$ cat config.mk
export PLATFORM = sky130hd
export DESIGN_NAME = seg_scan_ctrl
export DESIGN_NICKNAME = d
export VERILOG_FILES = /design/src/rtl/seg_pkg.sv /design/src/rtl/seg_hex_decode.sv /design/src/rtl/seg_scan_ctrl.sv
export SDC_FILE = /design/constraint.sdc
export NUM_CORES = 1
export LEC_CHECK = 0
export ABC_AREA = 1
export BUFFER_PORTS_ARGS = -buffer_cell sky130_fd_sc_hd__buf_2
export CAP_MARGIN = 10
export CORE_ASPECT_RATIO = 0.9
export CORE_MARGIN = 4
export CORE_UTILIZATION = 58
export CTS_CLUSTER_SIZE = 24
export DETAILED_ROUTE_END_ITERATION = 7
export PLACE_DENSITY = 0.79
export SYNTH_ARGS = -nofsm -noshare
export SYNTH_HDL_FRONTEND = slang
export SYNTH_HIERARCHICAL = 1
export SYNTH_SLANG_ARGS = --single-unit
$ cat constraint.sdc
create_clock -name clk -period 2.7 [get_ports clk]
set_input_delay 0.675 -clock clk [delete_from_list [all_inputs] [get_ports clk]]
set_output_delay 0.675 -clock clk [all_outputs]
set_load 0.05 [all_outputs]
$ cat src/rtl/seg_pkg.sv
// Shared seven-segment display types, constants and helpers.
// lz_show_mask backs the optional SEG_SCAN_LZ_BLANK_EN leading-zero blanking.
package seg_pkg;

    localparam int NUM_DIGITS = 8;
    localparam logic [7:0] CSN_ALL_OFF = 8'hFF;

    typedef logic [3:0] nibble_t;
    typedef logic [6:0] seg_t;

    localparam seg_t SEG_OFF = 7'b0000000;

    // Segment order a..g maps to bits 6..0
    localparam seg_t SEG_0 = 7'b1111110;
    localparam seg_t SEG_1 = 7'b0110000;
    localparam seg_t SEG_2 = 7'b1101101;
    localparam seg_t SEG_3 = 7'b1111001;
    localparam seg_t SEG_4 = 7'b0110011;
    localparam seg_t SEG_5 = 7'b1011011;
    localparam seg_t SEG_6 = 7'b1011111;
    localparam seg_t SEG_7 = 7'b1110000;
    localparam seg_t SEG_8 = 7'b1111111;
    localparam seg_t SEG_9 = 7'b1111011;
    localparam seg_t SEG_A = 7'b1110111;
    localparam seg_t SEG_B = 7'b0011111;
    localparam seg_t SEG_C = 7'b1001110;
    localparam seg_t SEG_D = 7'b0111101;
    localparam seg_t SEG_E = 7'b1001111;
    localparam seg_t SEG_F = 7'b1000111;

    function automatic seg_t hex_to_seg(input nibble_t n);
        seg_t s;
        case (n)
            4'h0: s = SEG_0;
            4'h1: s = SEG_1;
            4'h2: s = SEG_2;
            4'h3: s = SEG_3;
            4'h4: s = SEG_4;
            4'h5: s = SEG_5;
            4'h6: s = SEG_6;
            4'h7: s = SEG_7;
            4'h8: s = SEG_8;
            4'h9: s = SEG_9;
            4'hA: s = SEG_A;
            4'hB: s = SEG_B;
            4'hC: s = SEG_C;
            4'hD: s = SEG_D;
            4'hE: s = SEG_E;
            default: s = SEG_F;
        endcase
        return s;
    endfunction

    // Bit i set means digit i is lit; digit 0 is always lit so zero reads "0"
    function automatic logic [NUM_DIGITS-1:0] lz_show_mask(input logic [4*NUM_DIGITS-1:0] v);
        logic [NUM_DIGITS-1:0] m;
        logic seen;
        m    = '0;
        seen = 1'b0;
        for (int i = NUM_DIGITS - 1; i > 0; i--) begin
            seen = seen | (v[4*i +: 4] != 4'h0);
            m[i] = seen;
        end
        m[0] = 1'b1;
        return m;
    endfunction

endpackage

$ cat src/rtl/seg_hex_decode.sv
// Combinational hex nibble to a..g segment decoder, shared by display blocks.
module seg_hex_decode
    import seg_pkg::*;
(
    input  nibble_t nib,
    output seg_t    seg
);

    assign seg = hex_to_seg(nib);

endmodule

$ cat src/rtl/seg_scan_ctrl.sv
// 8-digit seven-segment scan controller with frame-aligned value updates.
// Optional leading-zero blanking when SEG_SCAN_LZ_BLANK_EN is defined.
module seg_scan_ctrl
    import seg_pkg::*;
#(
    parameter int SCAN_DIV  = 50000,
    parameter int BLANK_CYC = 16
) (
    input  logic        clk,
    input  logic        resetn,
    input  logic        upd_valid,
    input  logic [31:0] upd_data,
    output logic        upd_ready,
    output logic [7:0]  num_csn,
    output logic [6:0]  num_a_g,
    output logic        frame_done
);

    localparam int TW = $clog2(SCAN_DIV);

    logic [TW-1:0] tick;
    logic [2:0]    dig;
    logic [31:0]   shown;
    logic [31:0]   pend;
    logic          pend_valid;

    logic    wrap;
    logic    commit;
    logic    accept;
    logic    blank;
    logic    dig_on;
    nibble_t cur_nib;
    seg_t    cur_seg;

    assign wrap      = (tick == TW'(SCAN_DIV - 1));
    assign commit    = wrap && (dig == 3'd7) && pend_valid;
    assign upd_ready = !pend_valid;
    assign accept    = upd_valid && upd_ready;
    assign blank     = (tick < TW'(BLANK_CYC));
    assign cur_nib   = shown[{dig, 2'b00} +: 4];

    seg_hex_decode u_dec (
        .nib (cur_nib),
        .seg (cur_seg)
    );

`ifdef SEG_SCAN_LZ_BLANK_EN
    // Mask follows shown, so it only moves at commit time
    logic [NUM_DIGITS-1:0] show_mask;

    always_ff @(posedge clk) begin
        if (!resetn)
            show_mask <= 8'h01;
        else if (commit)
            show_mask <= lz_show_mask(pend);
    end

    assign dig_on = show_mask[dig];
`else
    assign dig_on = 1'b1;
`endif

    always_ff @(posedge clk) begin
        if (!resetn) begin
            tick       <= '0;
            dig        <= '0;
            shown      <= '0;
            pend       <= '0;
            pend_valid <= 1'b0;
            frame_done <= 1'b0;
            num_csn    <= CSN_ALL_OFF;
            num_a_g    <= SEG_OFF;
        end else begin
            tick       <= wrap ? '0 : tick + 1'b1;
            frame_done <= wrap && (dig == 3'd7);
            if (wrap)
                dig <= dig + 3'd1;

            // accept needs !pend_valid and commit needs pend_valid: never both
            if (commit) begin
                shown      <= pend;
                pend_valid <= 1'b0;
            end else if (accept) begin
                pend       <= upd_data;
                pend_valid <= 1'b1;
            end

            if (blank) begin
                num_csn <= CSN_ALL_OFF;
                num_a_g <= SEG_OFF;
            end else begin
                num_csn <= ~(8'h80 >> dig);
                num_a_g <= dig_on ? cur_seg : SEG_OFF;
            end
        end
    end

endmodule

Word level (Yosys, flattened, before mapping)
Memory sizes are Yosys's and may differ from the RTL's. A register that Yosys moved wholly into a read port is not among the register bits.
Index checks and enable logic that the tools add are counted.

word-level totals
  ROM bits = 112
  input bits = 35
  output and inout bits = 17
  logic and storage cells = 26
  bits in registers = 93
  memories = 1

cells by class
  add/sub/neg operators = 2
  reductions and logical operators = 8
  shift-type cells = 2
  magnitude comparators = 1
  bitwise operators = 3
  equality and inequality tests = 2

memory list
  name              depth  width  rd ports  clocked after Yosys merged registers in  wr ports  line           text
  (name not given)  16     7      1         1                                        0         seg_pkg.sv:33  case (n)

operators by type and width
  operator                                              count
  variable part select 32 x 6 -> 4 bit                  1
  adder 16 x 1 -> 16 bit (second input constant)        1
  equality test 16 bit (second input constant)          1
  < comparator 16 x 5 -> 1 bit (second input constant)  1
  inverter 8 bit                                        1
  right shift 8 x 3 -> 8 bit (first input constant)     1
  OR reduction 2 bit                                    3
  adder 3 x 1 -> 3 bit (second input constant)          1
  equality test 3 bit (second input constant)           1
  logical AND 1 bit                                     3
  inverter 1 bit                                        2
  AND reduction 2 bit                                   1
  logical NOT 1 bit                                     1

Depth between registers and ports, before layout
Gate-level depths: netlist (run 1).

  depth in word-level cells = 5
  gate-level depth with buffers = 15
  gate-level depth less buffers = 14

Modules after synthesis
Netlist (run 1), hierarchy kept.

modules (own cells, without submodules)
  module          cells each  instances  sequential area each (um2)  area an instance (um2)
  seg_scan_ctrl   577         1          2001.9                      4110.2
  seg_hex_decode  52          1          0.0                         270.3

Least setup slack after synthesis (run 1)
OpenSTA, ideal clock, no wires.

  kind = register to register
  start point = register dig[0]
  end point = register num_a_g[3]
  setup slack = 0.627 ns
  required time = 2.580 ns
  setup time = 0.120 ns
  stages on the path, launching flop included = 15
  data arrival time = 1.953 ns
  buffers on the path = 2
  period minus slack after synthesis = 2.073 ns
  cell sequence = dfxtp_1 buf_2 clkinv_1 buf_2 o21ai_0 nand2_1 o21a_1 inv_1 ha_1 nand2_1 o21ai_0 nand2_1 nand2_1 inv_1 nor2_1

on the way
  cells in the longest elaborated chain, start to end = 1

RTL lines
  item                                  line                 text
  from (decl)                           seg_scan_ctrl.sv:22  logic [2:0] dig;
  from (signal assigned)                seg_scan_ctrl.sv:77  dig <= dig + 3'd1;
  variable part select 32 x 6 -> 4 bit  seg_scan_ctrl.sv:40  assign cur_nib = shown[{dig, 2'b00} +: 4];
  via cur_nib[0]                        seg_scan_ctrl.sv:32  nibble_t cur_nib;
  to (decl)                             seg_scan_ctrl.sv:15  output logic [6:0] num_a_g,

The timed path passes the listed nets, and every way through them passes these cells.
A chain may end at the register's enable or synchronous reset.

Final worst setup path (run 1)
  start point = register dig[1]
  end point = register num_a_g[3]

Same word-level chain as after synthesis.

==> flow_summary.ini, run 1 <==
[die]
die_x_um = 99.6
initial_core_util = 0.610
core_mm2 = 0.00718
die_h_um = 90.4
pin_count = 52
rows = 29
die_area_mm2 = 0.00901

[worst_setup_path]
critical_path.top_delay_family = flip-flops
endpoint_kind = flop
cpMostUsedCell = nand2_1
crit_chain = clkinvlp_4, a21oi_1, o21ai_0, nand3_1, o21a_1, inv_1, ha_1, nand2_1, o21ai_0, nand2_1, nand2_1, inv_1, nor2_1
crit_path_start_kind = flop
critPathSlowestCell = dfxtp_1
critPathMaxFanout = 11
crit_buf_inv = 3
critPathArrivalTime_ps = 2700
path_class = flop to flop
required_ps = 2940
critPathMaxStageDelay_ps = 610

[final_layout]
num-fill-cells = 649
antenna_cells = 0
area.growth.synth_to_final_pct = 11.8
final_layout_size_suffix_gt1_frac = 0.121
finalNetCount = 717
finish.utilization = 0.682

[pwr]
vdd_drop_max_uv = 357
pwr_density_cell_mw_per_mm2 = 566
p_int_w = 0.00217
p_sw_w = 0.000600
p_sw_frac = 0.216
comb_power_share = 0.042
clockPowerShare = 0.403
p_seq_frac = 0.555
p_leak_nw = 2.38

[clock_network]
clk-insertion-delay-late_ps = 370
clockBufferDepth = 2
cts_tree = done
hold_buffers = 0
cts.sinks = 100
cts_resized = 0
clk_pin_slew_ps = 90
cts_setup_buffers = 0
cts-htree-levels = 3
cts_buffers = 9
cts_root_buf = clkbuf_8

[synthesis]
yosys.area.top_type = dfxtp_1
ys_ff_latch = 100
yosys-top-cells-area = dfxtp_1 46%, nor2_1 14%, nand2_1 11%
synth_area_per_cell_um2 = 6.96
yosysTopAreaCellShare = 0.457
syn_inst = 629
synth_edf_count = 0
synth.most_common_cell = nor2_1
yosysWarnings = 6
async_flop_share = 0
synth_common_cells = 159 x nor2_1, 124 x nand2_1, 100 x dfxtp_1
netlist_area_mm2 = 0.00438
synth_fp_nets = 678
synth_ff_type = dfxtp_1
ys_seq_area_frac = 0.457
synth_cell_type_count = 27

[sta]
setup_tns_ps = 0
fin_crit_ps = 2460
final_hold_viol_count = 0
min_period_over_period = 0.910
finClkSkew_ps = 13.1
worstMarginPinSlew_ps = 894
slew_headroom = 0.403
finalSetupViolCount = 0
fmax_mhz = 407
rsz0062_at_grt = false
fin_hold_ws_ps = 447
drv_slew = 0

[global_route]
grt_pass1_wl_mm = 15.0
grt_usage = 0.201
grt_start_max_net_pins = 66
grt_pass1_vias = 3437
gr-total-overflow = 0
grt_antenna_before_repair = 0

[drt]
drc = 0
finalWirelength_mm = 8.65
wl_met3_um = 463
drt_iter0_markers = 177
met2_length_mm = 3.99
wl_met1_mm = 4.03
routedWlPerCell_um = 11.3
drtPass1Iterations = 5
maxUsedRoutingLayer = met4
ant_nets = 0
num_vias = 3781
vias_per_cell = 4.94

[hold_path]
min_path_type = flop to flop

[placed_design]
dp_hpwl_mm = 5.94
gp_congestion = 0.880
port_buffers = 51

[run_status]
status = completed

[job]
cap_violations = 0
state kept, by name, summed over array words and instances, names as in the netlist:
signal	flops
num_a_g	7
frame_done	1
pend	32
pend_valid	1
tick	16
dig	3
shown	32
num_csn	8
power by group through the flow:
stage,Combinational [W],Sequential (W),Clock [W]
2_1_floorplan,0.0000782,0.00157,0
3_3_place_gp,0.000114,0.00157,0
3_5_place_dp,0.000117,0.00157,0
4_1_cts,0.000118,0.00154,0.00113
5_1_grt,0.000137,0.00154,0.00120
6_report,0.000117,0.00154,0.00112
area by class of cell:
class | instances | area [um^2] | share of cell area
Clock buffer | 9 | 124 | 0.0253
Multi-Input combinational cell | 429 | 1960 | 0.401
Sequential cell | 100 | 2000 | 0.409
Timing Repair Buffer | 56 | 305 | 0.0623
Inverter | 72 | 274 | 0.0560
Tap cell | 93 | 116 | 0.0238
Clock inverter | 6 | 111 | 0.0227
logic make-up (layout without fill, tap and decap cells):
group | Yosys count | in the layout | synth area share
AND/OR/NAND/NOR | 324 | 324 | 0.298
adder cells (fa/ha/maj) | 14 | 14 | 0.0400
AO/OA/AOI/OAI | 87 | 87 | 0.103
flip-flops | 100 | 100 | 0.457
XOR/XNOR | 4 | 4 | 0.00800
buffers and inverters | 100 | 143 | 0.0945
final timing paths:
check / from / endpoint / slack, ps / cells past startpoint
setup reg to reg: dig[1] / num_a_g[3] / 240 / 13
setup / recovery: dig[1] / num_a_g[3] / 240 / 13
hold reg to reg: tick[0] / tick[0] / 450 / 1
hold / removal: tick[0] / tick[0] / 450 / 1
worst reg2reg max path, cell delays in order (launching register included):
cell and delay (ps):
dfxtp_1 610, clkinvlp_4 340, a21oi_1 180, o21ai_0 100, nand3_1 80, o21a_1 210
inv_1 120, ha_1 310, nand2_1 70, o21ai_0 100, nand2_1 70, nand2_1 50
inv_1 50, nor2_1 40
through the flow:
step | total power, W | setup WS (ps) | instance area, um^2 | std cells
global route | 0.00288 | 31.3 | 4900 | 765
detailed placement | 0.00169 | 315 | 4660 | 750
finish | 0.00277 | 242 | 4900 | 765
CTS | 0.00279 | 255 | 4890 | 765
global placement | 0.00169 | 474 | 4660 | 750
floorplan | 0.00164 | 627 | 4380 | 629
routing by layer:
layer,vias up,GRT usage
met4,0,0.0648
met1,1653,0.253
met5,-,0
met2,95,0.333
met3,17,0.0525
li1,2016,-
placed cells by master, fill, tap and decap left out, drive strengths merged:
cell type | synthesis | routed
a21oi | 27 | 27
buf | 12 | 56
bufinv | 0 | 3
clkbuf | 16 | 9
clkinv | 3 | 3
clkinvlp | 0 | 2
dfxtp | 100 | 100
ha | 14 | 14
inv | 69 | 70
nand2 | 126 | 126
nand3 | 23 | 23
nand4 | 5 | 5
nor2 | 161 | 161
nor3 | 4 | 4
nor3b | 2 | 2
o211ai | 1 | 1
o21a | 5 | 5
o21ai | 54 | 54
or2 | 3 | 3
xor2 | 4 | 4
Power figures use the tool's default switching activity.
==> run 2, diff against run 1 <==
--- a/config.mk
+++ b/config.mk
@@ -10,11 +10,11 @@
 export CAP_MARGIN = 10
 export CORE_ASPECT_RATIO = 0.9
 export CORE_MARGIN = 4
-export CORE_UTILIZATION = 58
+export CORE_UTILIZATION = 57
 export CTS_CLUSTER_SIZE = 24
 export DETAILED_ROUTE_END_ITERATION = 7
 export PLACE_DENSITY = 0.79
+export REMOVE_ABC_BUFFERS = 1
 export SYNTH_ARGS = -nofsm -noshare
 export SYNTH_HDL_FRONTEND = slang
-export SYNTH_HIERARCHICAL = 1
 export SYNTH_SLANG_ARGS = --single-unit
==> flow_summary.ini, run 2 <==
[run_status]
status = completed

[placed_design]
port_buffers = 51
gp_congestion = 0.889
dp_hpwl_mm = 6.10

[global_route]
grt_antenna_before_repair = 0
gr-usage-met1 = 0.258
use_met3 = 0.0583
grt_pass1_vias = 3476
met2_usage = 0.365
top_usage_layer = met2
gr-total-overflow = 0
grt_pass1_wl_mm = 15.2
grt_start_max_net_pins = 45
grt_usage = 0.214

[drt]
ant_nets = 0
num_vias = 3659
drt_iter0_markers = 175
finalWirelength_mm = 8.94
vias_per_cell = 5.26
routedWlPerCell_um = 12.9
drc = 0
drtPass1Iterations = 4

[clock_network]
cts.sinks = 100
cts-htree-levels = 3
cts_root_buf = clkbuf_8
cts_tree = done
clockBufferDepth = 2
cts_resized = 0
clk-insertion-delay-late_ps = 370
cts_buffers = 9
cts_setup_buffers = 0
hold_buffers = 0
clk_pin_slew_ps = 100

[synthesis]
synth_common_cells = 171 x nor2_1, 100 x dfxtp_1, 78 x o21ai_0
synth_edf_count = 0
ys_seq_area_frac = 0.484
netlist_area_mm2 = 0.00414
yosys.area.top_type = dfxtp_1
yosysWarnings = 0
synth_ff_type = dfxtp_1
yosys-top-cells-area = dfxtp_1 48%, nor2_1 16%, o21ai_0 9.4%
async_flop_share = 0
synth_cell_type_count = 29
yosysTopAreaCellShare = 0.484
synth_area_per_cell_um2 = 7.45
synth.most_common_cell = nor2_1
syn_inst = 555
ys_ff_latch = 100

[worst_setup_path]
critPathMaxStageDelay_ps = 590
critical_path.top_delay_family = compound AO/OA/AOI/OAI gates
crit_path_start_kind = flop
endpoint_kind = flop
crit_buf_inv = 2
critPathArrivalTime_ps = 2760
rrSetupSlack_ps = 220
r2r-end = num_a_g[3]
required_ps = 2980
regToRegStartpoint = dig[1]
path_class = flop to flop
crit_chain = o21ai_0, o22ai_1, inv_1, o21ai_0, inv_1, ha_1, nand2_1, nand2_1, nor2_1, nor2_1
critPathMaxFanout = 12
critPathSlowestCell = dfxtp_1
rr_worst_depth = 10

[final_layout]
final_cell_mix = 171 x nor2_1, 100 x dfxtp_1, 78 x o21ai_0
layout_commonest_cell = nor2_1
area.growth.synth_to_final_pct = 11.8
finalNetCount = 646
antenna_cells = 0
num-fill-cells = 610
top_regs = pend (32), shown (32), tick (16)
final_layout_size_suffix_gt1_frac = 0.138

[sta]
setup_tns_ps = 0
worstMarginPinSlew_ps = 1020
finClkSkew_ps = 11.9
slew_headroom = 0.320
drv_slew = 0
fmax_mhz = 403
min_period_over_period = 0.919
final_hold_viol_count = 0
fin_crit_ps = 2480
rsz0062_at_grt = false
finalSetupViolCount = 0
fin_hold_ws_ps = 459

[hold_path]
hp-start = tick[0]
min_path_type = flop to flop
hold_path_depth = 1
min_to = tick[0]

[die]
rows = 29
die_h_um = 88.8
core_mm2 = 0.00704
die_x_um = 97.8
die_area_mm2 = 0.00868
pin_count = 52
initial_core_util = 0.587

[job]
cap_violations = 0

[pwr]
vdd_drop_max_uv = 396
pwr_density_cell_mw_per_mm2 = 572
p_leak_nw = 2.11
[run 2: how the worst max path moves through the flow]
| stage | startpoint | endpoint | slack, ps | cells past startpoint |
|---|---|---|---|---|
| final | dig[1] | num_a_g[3] | 220 | 10 |
| after detailed placement | dig[1] | num_a_g[3] | 290 | 10 |
| after global routing | dig[1] | num_a_g[3] | 20 | 10 |
| after floorplan | upd_valid | pend[0] | 250 | 5 |
| after CTS | dig[0] | num_a_g[3] | 280 | 12 |
| after global placement | dig[0] | num_a_g[3] | 470 | 12 |
[run 2: worst register-to-register path, stage by stage (launching register included)]
cell	delay [ps]
dfxtp_1	590
o21ai_0	210
o22ai_1	230
inv_1	60
o21ai_0	480
inv_1	210
ha_1	340
nand2_1	80
nand2_1	60
nor2_1	100
nor2_1	50
[run 2: area by class of cell]
type,instances,area [um^2],area share
repair buffers,57,300,0.0650
well taps,93,116,0.0252
clock buffers,9,124,0.0268
flip-flops and latches,100,2000,0.433
multi-input cells,395,1870,0.405
inverters,34,128,0.0276
clock inverters,7,81.3,0.0176
[run 2: cell families after synthesis]
group | count (synthesis) | share of synthesized area
simple gates | 282 | 0.284
buf+inv | 60 | 0.0632
xor+xnor | 3 | 0.00636
flops | 100 | 0.484
fa+ha+maj | 14 | 0.0424
compound gates | 96 | 0.120
[run 2: stage by stage]
step | total power [W] | setup WS (ps) | util | area (um^2) | std cells
6_report | 0.00265 | 218 | 0.657 | 4620 | 695
4_1_cts | 0.00267 | 280 | 0.657 | 4620 | 695
5_1_grt | 0.00275 | 21.1 | 0.657 | 4620 | 695
3_5_place_dp | 0.00169 | 290 | 0.628 | 4420 | 679
2_1_floorplan | 0.00163 | 253 | - | 4000 | 529
3_3_place_gp | 0.00169 | 467 | 0.628 | 4420 | 679
[run 2: layer usage]
layer  wire [um]  vias up
met5           0        -
li1            -     1876
met1        4190     1677
met2        4120       89
met3         447       17
met4         186        0
[run 2: report_power, final]
group	switching (W)	total (W)	internal, W
logic	0.0000742	0.000119	0.0000451
registers	0.0000219	0.00154	0.00152
clock network	0.000543	0.000988	0.000445
